--- src/rtl/vector_pkg.sv ---
// Shared types and sizing helpers for the vector dot-product datapath.
// Used by the multiply-accumulate sub-module and the dot-product top.
package vector_pkg;

   localparam int DEFAULT_ELEMENT_WIDTH = 24;
   localparam int DEFAULT_FRACTION_BITS = 8;

   typedef enum logic [1:0] {
      IDLE,
      MAC,
      FINISH,
      OUTPUT
   } dot_state_t;

   // Full-precision product plus enough headroom that a sum of N products never wraps.
   function automatic int acc_width(input int element_width, input int dimension);
      return 2 * element_width + $clog2(dimension);
   endfunction

endpackage

--- src/rtl/fixed_point_mac.sv ---
// Registered unsigned multiply-accumulate: acc is zeroed by clear, otherwise
// adds a*b at full product precision on every enabled edge.
module fixed_point_mac #(
   parameter int ELEMENT_WIDTH = 24,
   parameter int ACC_WIDTH     = 50
) (
   input  logic                     clk,
   input  logic                     reset,
   input  logic                     clear,
   input  logic                     enable,
   input  logic [ELEMENT_WIDTH-1:0] a,
   input  logic [ELEMENT_WIDTH-1:0] b,
   output logic [ACC_WIDTH-1:0]     acc
);

   logic [2*ELEMENT_WIDTH-1:0] product;

   assign product = {{ELEMENT_WIDTH{1'b0}}, a} * {{ELEMENT_WIDTH{1'b0}}, b};

   // NOTE: state registers use non-blocking assignments so every flop samples pre-edge values.
   always_ff @(posedge clk or posedge reset) begin
      if (reset) begin
         acc <= '0;
      end else if (clear) begin
         acc <= '0;
      end else if (enable) begin
         acc <= acc + ACC_WIDTH'(product);
      end
   end

endmodule

--- src/rtl/vector_dot_product_unit.sv ---
// Pairs two vectors from the dual vector constructor and streams out their
// saturated unsigned fixed-point dot product over a valid/ready handshake.
module vector_dot_product_unit
   import vector_pkg::*;
#(
   parameter int ELEMENT_WIDTH    = DEFAULT_ELEMENT_WIDTH,
   parameter int FRACTION_BITS    = DEFAULT_FRACTION_BITS,
   parameter int VECTOR_DIMENSION = 3,
   parameter int COUNT_WIDTH      = 16
) (
   input  logic                     clk,
   input  logic                     reset,
   input  logic                     enabled,
   input  logic                     start,
   input  logic [ELEMENT_WIDTH-1:0] first_vector  [0:VECTOR_DIMENSION-1],
   input  logic                     first_vector_ready,
   input  logic [ELEMENT_WIDTH-1:0] second_vector [0:VECTOR_DIMENSION-1],
   input  logic                     second_vector_ready,
   input  logic                     source_done,
   output logic [ELEMENT_WIDTH-1:0] result,
   output logic                     result_valid,
   input  logic                     result_ready,
   output logic                     result_overflow,
   output logic                     overrun,
   output logic                     busy,
   output logic [COUNT_WIDTH-1:0]   pair_count,
   output logic                     done
);

   localparam int ACC_WIDTH   = acc_width(ELEMENT_WIDTH, VECTOR_DIMENSION);
   localparam int INDEX_WIDTH = (VECTOR_DIMENSION > 1) ? $clog2(VECTOR_DIMENSION) : 1;
   localparam logic [INDEX_WIDTH-1:0] LAST_INDEX = INDEX_WIDTH'(VECTOR_DIMENSION - 1);

   dot_state_t state, state_next;

   logic [ELEMENT_WIDTH-1:0] hold_a [0:VECTOR_DIMENSION-1];
   logic [ELEMENT_WIDTH-1:0] hold_b [0:VECTOR_DIMENSION-1];
   logic [ELEMENT_WIDTH-1:0] work_a [0:VECTOR_DIMENSION-1];
   logic [ELEMENT_WIDTH-1:0] work_b [0:VECTOR_DIMENSION-1];
   logic                     a_full, b_full;
   logic [INDEX_WIDTH-1:0]   index;
   logic                     source_done_seen;
   logic                     load;
   logic                     handshake;
   logic                     mac_enable;
   logic [ACC_WIDTH-1:0]     acc;
   logic [ACC_WIDTH-1:0]     scaled;
   logic                     saturate;

   assign handshake  = result_valid && result_ready;
   assign mac_enable = (state == MAC) && enabled;
   assign scaled     = acc >> FRACTION_BITS;
   assign saturate   = |scaled[ACC_WIDTH-1:ELEMENT_WIDTH];

   // NOTE: every always_comb output gets a default first so no path can infer a latch.
   always_comb begin
      state_next = state;
      load       = 1'b0;
      case (state)
         IDLE: begin
            if (enabled && a_full && b_full) begin
               load       = 1'b1;
               state_next = MAC;
            end
         end
         MAC: begin
            if (enabled && index == LAST_INDEX) state_next = FINISH;
         end
         FINISH: begin
            if (enabled) state_next = OUTPUT;
         end
         OUTPUT: begin
            // A pair already waiting is loaded on the accepting edge itself.
            if (handshake) begin
               if (enabled && a_full && b_full) begin
                  load       = 1'b1;
                  state_next = MAC;
               end else begin
                  state_next = IDLE;
               end
            end
         end
         default: state_next = IDLE;
      endcase
   end

   always_ff @(posedge clk or posedge reset) begin
      if (reset) begin
         state            <= IDLE;
         index            <= '0;
         a_full           <= 1'b0;
         b_full           <= 1'b0;
         overrun          <= 1'b0;
         source_done_seen <= 1'b0;
         pair_count       <= '0;
         result           <= '0;
         result_overflow  <= 1'b0;
      end else begin
         state <= state_next;

         if (load) begin
            index <= '0;
         end else if (mac_enable && index != LAST_INDEX) begin
            index <= index + INDEX_WIDTH'(1);
         end

         // A strobe landing on the edge that empties its register is still captured.
         if (load) a_full <= first_vector_ready;
         else if (first_vector_ready) a_full <= 1'b1;
         if (load) b_full <= second_vector_ready;
         else if (second_vector_ready) b_full <= 1'b1;

         if (start) overrun <= 1'b0;
         if ((first_vector_ready && a_full && !load) || (second_vector_ready && b_full && !load))
            overrun <= 1'b1;

         if (start) source_done_seen <= 1'b0;
         else if (source_done) source_done_seen <= 1'b1;

         if (start) pair_count <= '0;
         else if (handshake) pair_count <= pair_count + COUNT_WIDTH'(1);

         if (state == FINISH && enabled) begin
            result          <= saturate ? '1 : scaled[ELEMENT_WIDTH-1:0];
            result_overflow <= saturate;
         end
      end
   end

   // NOTE: vector storage carries no reset; the full flags alone say whether its contents mean anything.
   always_ff @(posedge clk) begin
      if (first_vector_ready && (!a_full || load)) hold_a <= first_vector;
      if (second_vector_ready && (!b_full || load)) hold_b <= second_vector;
      if (load) begin
         work_a <= hold_a;
         work_b <= hold_b;
      end
   end

   fixed_point_mac #(
      .ELEMENT_WIDTH(ELEMENT_WIDTH),
      .ACC_WIDTH    (ACC_WIDTH)
   ) u_mac (
      .clk   (clk),
      .reset (reset),
      .clear (load),
      .enable(mac_enable),
      .a     (work_a[index]),
      .b     (work_b[index]),
      .acc   (acc)
   );

   assign result_valid = (state == OUTPUT);
   assign busy         = (state != IDLE) || a_full || b_full;
   assign done         = source_done_seen && (state == IDLE) && !a_full && !b_full;

endmodule
--- config.mk ---
export PLATFORM = sky130hd
export DESIGN_NAME = vector_dot_product_unit
export DESIGN_NICKNAME = d
export VERILOG_FILES = /design/src/rtl/vector_pkg.sv /design/src/rtl/fixed_point_mac.sv /design/src/rtl/vector_dot_product_unit.sv
export SDC_FILE = /design/constraint.sdc
export NUM_CORES = 2
export LEC_CHECK = 0
export ABC_CLOCK_PERIOD_IN_PS = 14900
export BUFFER_PORTS_ARGS = -buffer_cell sky130_fd_sc_hd__buf_2
export CORE_MARGIN = 10
export CORE_UTILIZATION = 55
export DETAILED_ROUTE_END_ITERATION = 8
export PLACE_DENSITY_LB_ADDON = 0.05
export SETUP_SLACK_MARGIN = 0.5
export SYNTH_ARGS = -nofsm -noshare
export SYNTH_HDL_FRONTEND = slang
export SYNTH_SLANG_ARGS = --single-unit
--- constraint.sdc ---
create_clock -name clk -period 14.9 [get_ports clk]
set_clock_uncertainty 0.2 [all_clocks]
set_input_delay 4.47 -clock clk [delete_from_list [all_inputs] [get_ports clk]]
set_output_delay 4.47 -clock clk [all_outputs]
set_load 0.1 [all_outputs]
* Word level (Yosys, flattened, before mapping) *
Cells that the tools add are included.

storage, ports and cells
  register bits after elaboration = 387
  word-level logic and storage cells = 102

cells by class
  add/sub/neg operators = 3
  eq/ne operators = 9
  bitwise operators = 1
  reduce and logical (&&, ||, !) cells = 35
  order comparisons = 1
  muxes and demuxes = 30
  multiply operators = 1

operators by type and width
  cell                   number
  $mux 24                5
  $mux 50                2
  $bmux 24 s2            2
  $add 50x48->50         1
  $mul 24x24->48         1
  $mux 16                2
  $reduce_or 18->1       1
  $add 16x1->16 const B  1
  $logic_and 1x1->1      16
  $reduce_bool 2->1      8
  $mux 2                 6
  $mux 1                 11
  $pmux 2 s4             1
  $eq 2x2->1 const B     3
  $ne 2x2->1 const B     3
  $logic_or 1x1->1       5
  $ne 2x1->1 const B     2
  $reduce_and 4->1       1
  $ge 3x3->1 const B     1
  $logic_not 1->1        3
  $not 2->3              1
  $add 2x1->2 const B    1
  $eq 2x1->1 const B     1
  $logic_not 2->1        1
  $pmux 1 s2             1

* Depth between registers and ports, before layout *
  word-level depth = 9
  gate-level depth with buffers = 33

* Modules after synthesis *
From an unflattened synthesis, not the netlist that was laid out.

second synthesis, totals
  cell total of the unflattened synthesis = 3211
  area, all modules = 34449.3 um2

modules (own cells, without submodules)
  module                   seq. area each (um2)  times used  area each (um2)  cells an instance
  fixed_point_mac          1251.2                1           22636.7          2572
  vector_dot_product_unit  9874.5                1           11812.6          639

* Worst setup path before layout *
Ideal clock, no wire load.

  kind = in2reg
  start = in enabled
  end = reg hold_a[0] in the netlist's numbering, enable pin
  data required time = 14.087 ns
  library setup time = 0.613 ns
  setup slack = 3.596 ns
  cell stages on the path = 5
  data arrival time = 10.491 ns
  buffers on the path = 2
  cells stage by stage = nand3_1 > or3_1 > clkbuf_1 > clkbuf_1 > a21boi_0

between the ends
  word-level cells in the longest chain between the ends = 7

RTL lines
  item                              RTL line                                                      text
  start, declared                   vector_dot_product_unit.sv:13                                 input logic enabled,
  $logic_and 1x1->1 * (2 in a row)  vector_dot_product_unit.sv:61, vector_dot_product_unit.sv:75
  $mux 1 *                          vector_dot_product_unit.sv:61, vector_dot_product_unit.sv:75
  $mux 1                            vector_dot_product_unit.sv:74                                 if (handshake) begin
  $pmux 1 s2 *                      vector_dot_product_unit.sv:59                                 case (state)
  $logic_or 1x1->1 *                vector_dot_product_unit.sv:132                                if (first_vector_ready && (!a_full || load)) hold_a <= first_vector;
  $logic_and 1x1->1 *               vector_dot_product_unit.sv:132
  end signal, assigned              vector_dot_product_unit.sv:132
  end, declared                     vector_dot_product_unit.sv:36                                 logic [ELEMENT_WIDTH-1:0] hold_a [0:VECTOR_DIMENSION-1];

Mark *: on every way between the ends. The rest lies on a longest branch, timed or not.
A chain may end at the register's enable or synchronous reset.

* Final worst setup path *
  start = reg index[0]
  end = reg u_mac.acc[49]

between the ends
  word-level cells in the longest chain between the ends = 8

RTL lines
  item                                            RTL line                                                        text
  start, declared                                 vector_dot_product_unit.sv:41                                   logic [INDEX_WIDTH-1:0] index;
  start signal, assigned                          vector_dot_product_unit.sv:104                                  index <= index + INDEX_WIDTH'(1);
  $not 2->3 (implied by the code) *               vector_dot_product_unit.sv:148, vector_dot_product_unit.sv:149
  $bmux 24 s2, on equally long branches           vector_dot_product_unit.sv:148, vector_dot_product_unit.sv:149
  $mux 24, on equally long branches (2 in a row)  vector_dot_product_unit.sv:148, vector_dot_product_unit.sv:149
  $mul 24x24->48 *                                fixed_point_mac.sv:18                                           assign product = {{ELEMENT_WIDTH{1'b0}}, a} * {{ELEMENT_WIDTH{1'b0}}, b};
  $add 50x48->50 *                                fixed_point_mac.sv:27                                           acc <= acc + ACC_WIDTH'(product);
  $mux 50 *                                       fixed_point_mac.sv:26                                           end else if (enable) begin
  $mux 50 *                                       fixed_point_mac.sv:24                                           end else if (clear) begin
  end signal, assigned                            fixed_point_mac.sv:27
  end, declared                                   fixed_point_mac.sv:13                                           output logic [ACC_WIDTH-1:0] acc

Mark *: on every way between the ends. The rest lies on a longest branch, timed or not. The select of a mux whose other input is x is not followed.

==> metrics <==
GRT overflow=0; Min Clock Period, post-route=9.87 ns; Detail Placement HPWL=about 73 mm; final layout net count=between 4000 and 5000; data arrival time of the critical path=10.18 ns; share of synthesized flip-flops with an asynchronous set or reset=between 20% and 30%; number of buffers on the longest clock path=3; Seq/Total Area, Yosys=32.8%; total number of clock tree sinks=387; count of maximum capacitance violations=0; combined area of all synthesized cells=approximately 34000 um^2; routed wire length=93.1 mm; status=finished, final reports clean; most numerous cell on the critical path=fa_1; clock-pin slew reported for the worst setup and hold paths after clock tree synthesis=0.06 ns; number of vias per cell after detailed routing=5.55; top fanout value on the critical path=76; final core utilization=61.4%; die height=268 um; critical path buffer and inverter count=8; antenna violation net count after detailed routing=0; vias in the first global route=approximately 25000; Crit Path Class=register to register; Post-CTS Setup Bufs=0; CP Launch Type=register; slowest CP cell=buf_4; number of nets in the synthesized netlist=4126; width of the die=268 um; Slew Viols, Final=0; required time of the critical path=~15 ns; synthesis-to-finish area growth=9.83%; final count of hold timing violations=0; Hold-fix buffers, CTS=0; maximum level of the CTS H-tree=2; setup violators final=0; clock tree from TritonCTS=done; die footprint=~72000 um^2; post-route standard cell area excluding fillers=37300 um^2; IO Count=197; clock buffers created by TritonCTS=42; Synth Register Bits=slightly below 400; number of port buffers=between 150 and 200; most common library cell in the layout ignoring fill and taps=inv_1; global-route wire length before repair=around 140 mm; share of final-layout standard cells stronger than drive strength 1=10.6%; number of synthesized flops with an enable pin=288; post-detailed-route DRC marker count=0; latest clock arrival within the worst-skew pair=0.58 ns; global placer's final weighted congestion=0.977; Std-Cell Core Area=60700 um^2; delay-heaviest family, CP=adder cells; Yosys warnings=0; antenna violations before repair=2; actual transition at the worst max-transition pin=1.16 ns; per-cell routed wire length=22.0 um; detailed router's first-iteration violation count=between 1500 and 2000; post-synthesis area per instance=10.4 um^2; fraction of the cycle the final worst path needs=between 60% and 70%; worst min-delay path class=register to register; count of mapped cells out of synthesis=roughly 3300; placement row count=90; Post-synth top flop=edfxtp_1; post-cts resize count=0; total negative setup slack=0 ns; total global-route track usage=26.6%; commonest cells after routing, fill and taps aside=inv_1, fa_1, nor2_1; effective utilization at floorplan=55.9%; largest net degree at the start of global routing=77; maximum single-stage delay on the critical path=0.79 ns; worst max-slew margin expressed relative to the limit=22.8%; count of unique library cells instantiated by Yosys=67; Initial DRT Pass Iterations=6; Vias=23457; maximum achievable frequency=between 0.1 and 0.15 GHz; Worst Setup End Kind=register; unrepaired setup endpoints after global routing=false; library cell used as clock root buffer=clkbuf_16; placed cell areas=35900 um^2
==> worst paths after layout <==
| check | depth (start not counted) | slack, ns | startpoint | to |
|---|---|---|---|---|
| min in group asynchronous | 2 | 3.76 | reset | source_done_seen$_DFFE_PP0P_ |
| hold reg to reg | 0 | 0.21 | hold_a[4]$_DFFE_PP_ | work_a[4]$_DFFE_PP_ |
| max in group asynchronous | 3 | 9.55 | reset | u_mac.acc[24]$_DFFE_PP0P_ |
| setup reg to reg | 29 | 5.03 | index[0]$_DFFE_PP0P_ | u_mac.acc[49]$_DFFE_PP0P_ |
| setup / recovery | 29 | 5.03 | index[0]$_DFFE_PP0P_ | u_mac.acc[49]$_DFFE_PP0P_ |
| hold / removal | 0 | 0.21 | hold_a[4]$_DFFE_PP_ | work_a[4]$_DFFE_PP_ |
==> cell type report <==
cell class | count | area [um^2]
diodes | 2 | 5.00
clock buffers | 54 | 1150
clock inverters | 24 | 219
fillers | 5101 | 23400
inverters | 678 | 2550
multi-input cells | 2056 | 19900
flip-flops and latches | 387 | 11100
well taps | 782 | 978
repair buffers | 246 | 1360
==> registers in the layout (all words and copies together) (netlist names), 2 cells and up <==
signal and cells:
u_mac.acc 50, hold_a 72, result 24, work_b 72, index 2, state 2, work_a 72, pair_count 16
hold_b 72
==> through the flow <==
step                setup slack, ns  std cells  hold WS, ns
global placement               5.20       4149        0.200
CTS                            5.07       4227        0.209
detailed placement             5.10       4149        0.205
global route                   4.52       4227        0.220
floorplan                      3.60       3259        0.200
finish                         5.03       4229        0.209
==> synthesized netlist by cell type (all sizes together) (13+ instances only) <==
cell type / count / area (um^2)
a21o: 58 / 435
a21oi: 137 / 697
and2: 13 / 83.8
buf: 14 / 65.1
clkbuf: 124 / 467
dfrtp: 99 / 2480
edfxtp: 288 / 8650
fa: 530 / 10600
ha: 185 / 2310
inv: 678 / 2540
mux2i: 51 / 510
nand2: 392 / 1470
nand2b: 15 / 101
nand3: 29 / 145
nand4: 15 / 93.8
nor2: 397 / 1490
nor3: 13 / 70.1
o21ai: 43 / 215
o22a: 26 / 228
xnor2: 26 / 228
xor2: 29 / 254
==> logic make-up after synthesis <==
logic type	count (synthesis)	synth area share (%)
flops	387	32.8
xor+xnor	55	1.42
mux	51	1.50
buf+inv	816	9.07
simple gates	911	10.9
compound gates	324	6.18
fa+ha+maj	715	38.1
==> per-layer routing <==
metal,vias to the layer above,GRT usage (%),wire (um)
li1,10389,-,-
met1,11922,33.9,36500
met2,933,43.8,44600
met3,213,4.94,6950
met4,0,12.6,4990
met5,-,0,0
Power is left out: the tool's default activity adds up to more than one toggle a clock period on the data nets, which glitch-free logic cannot reach.
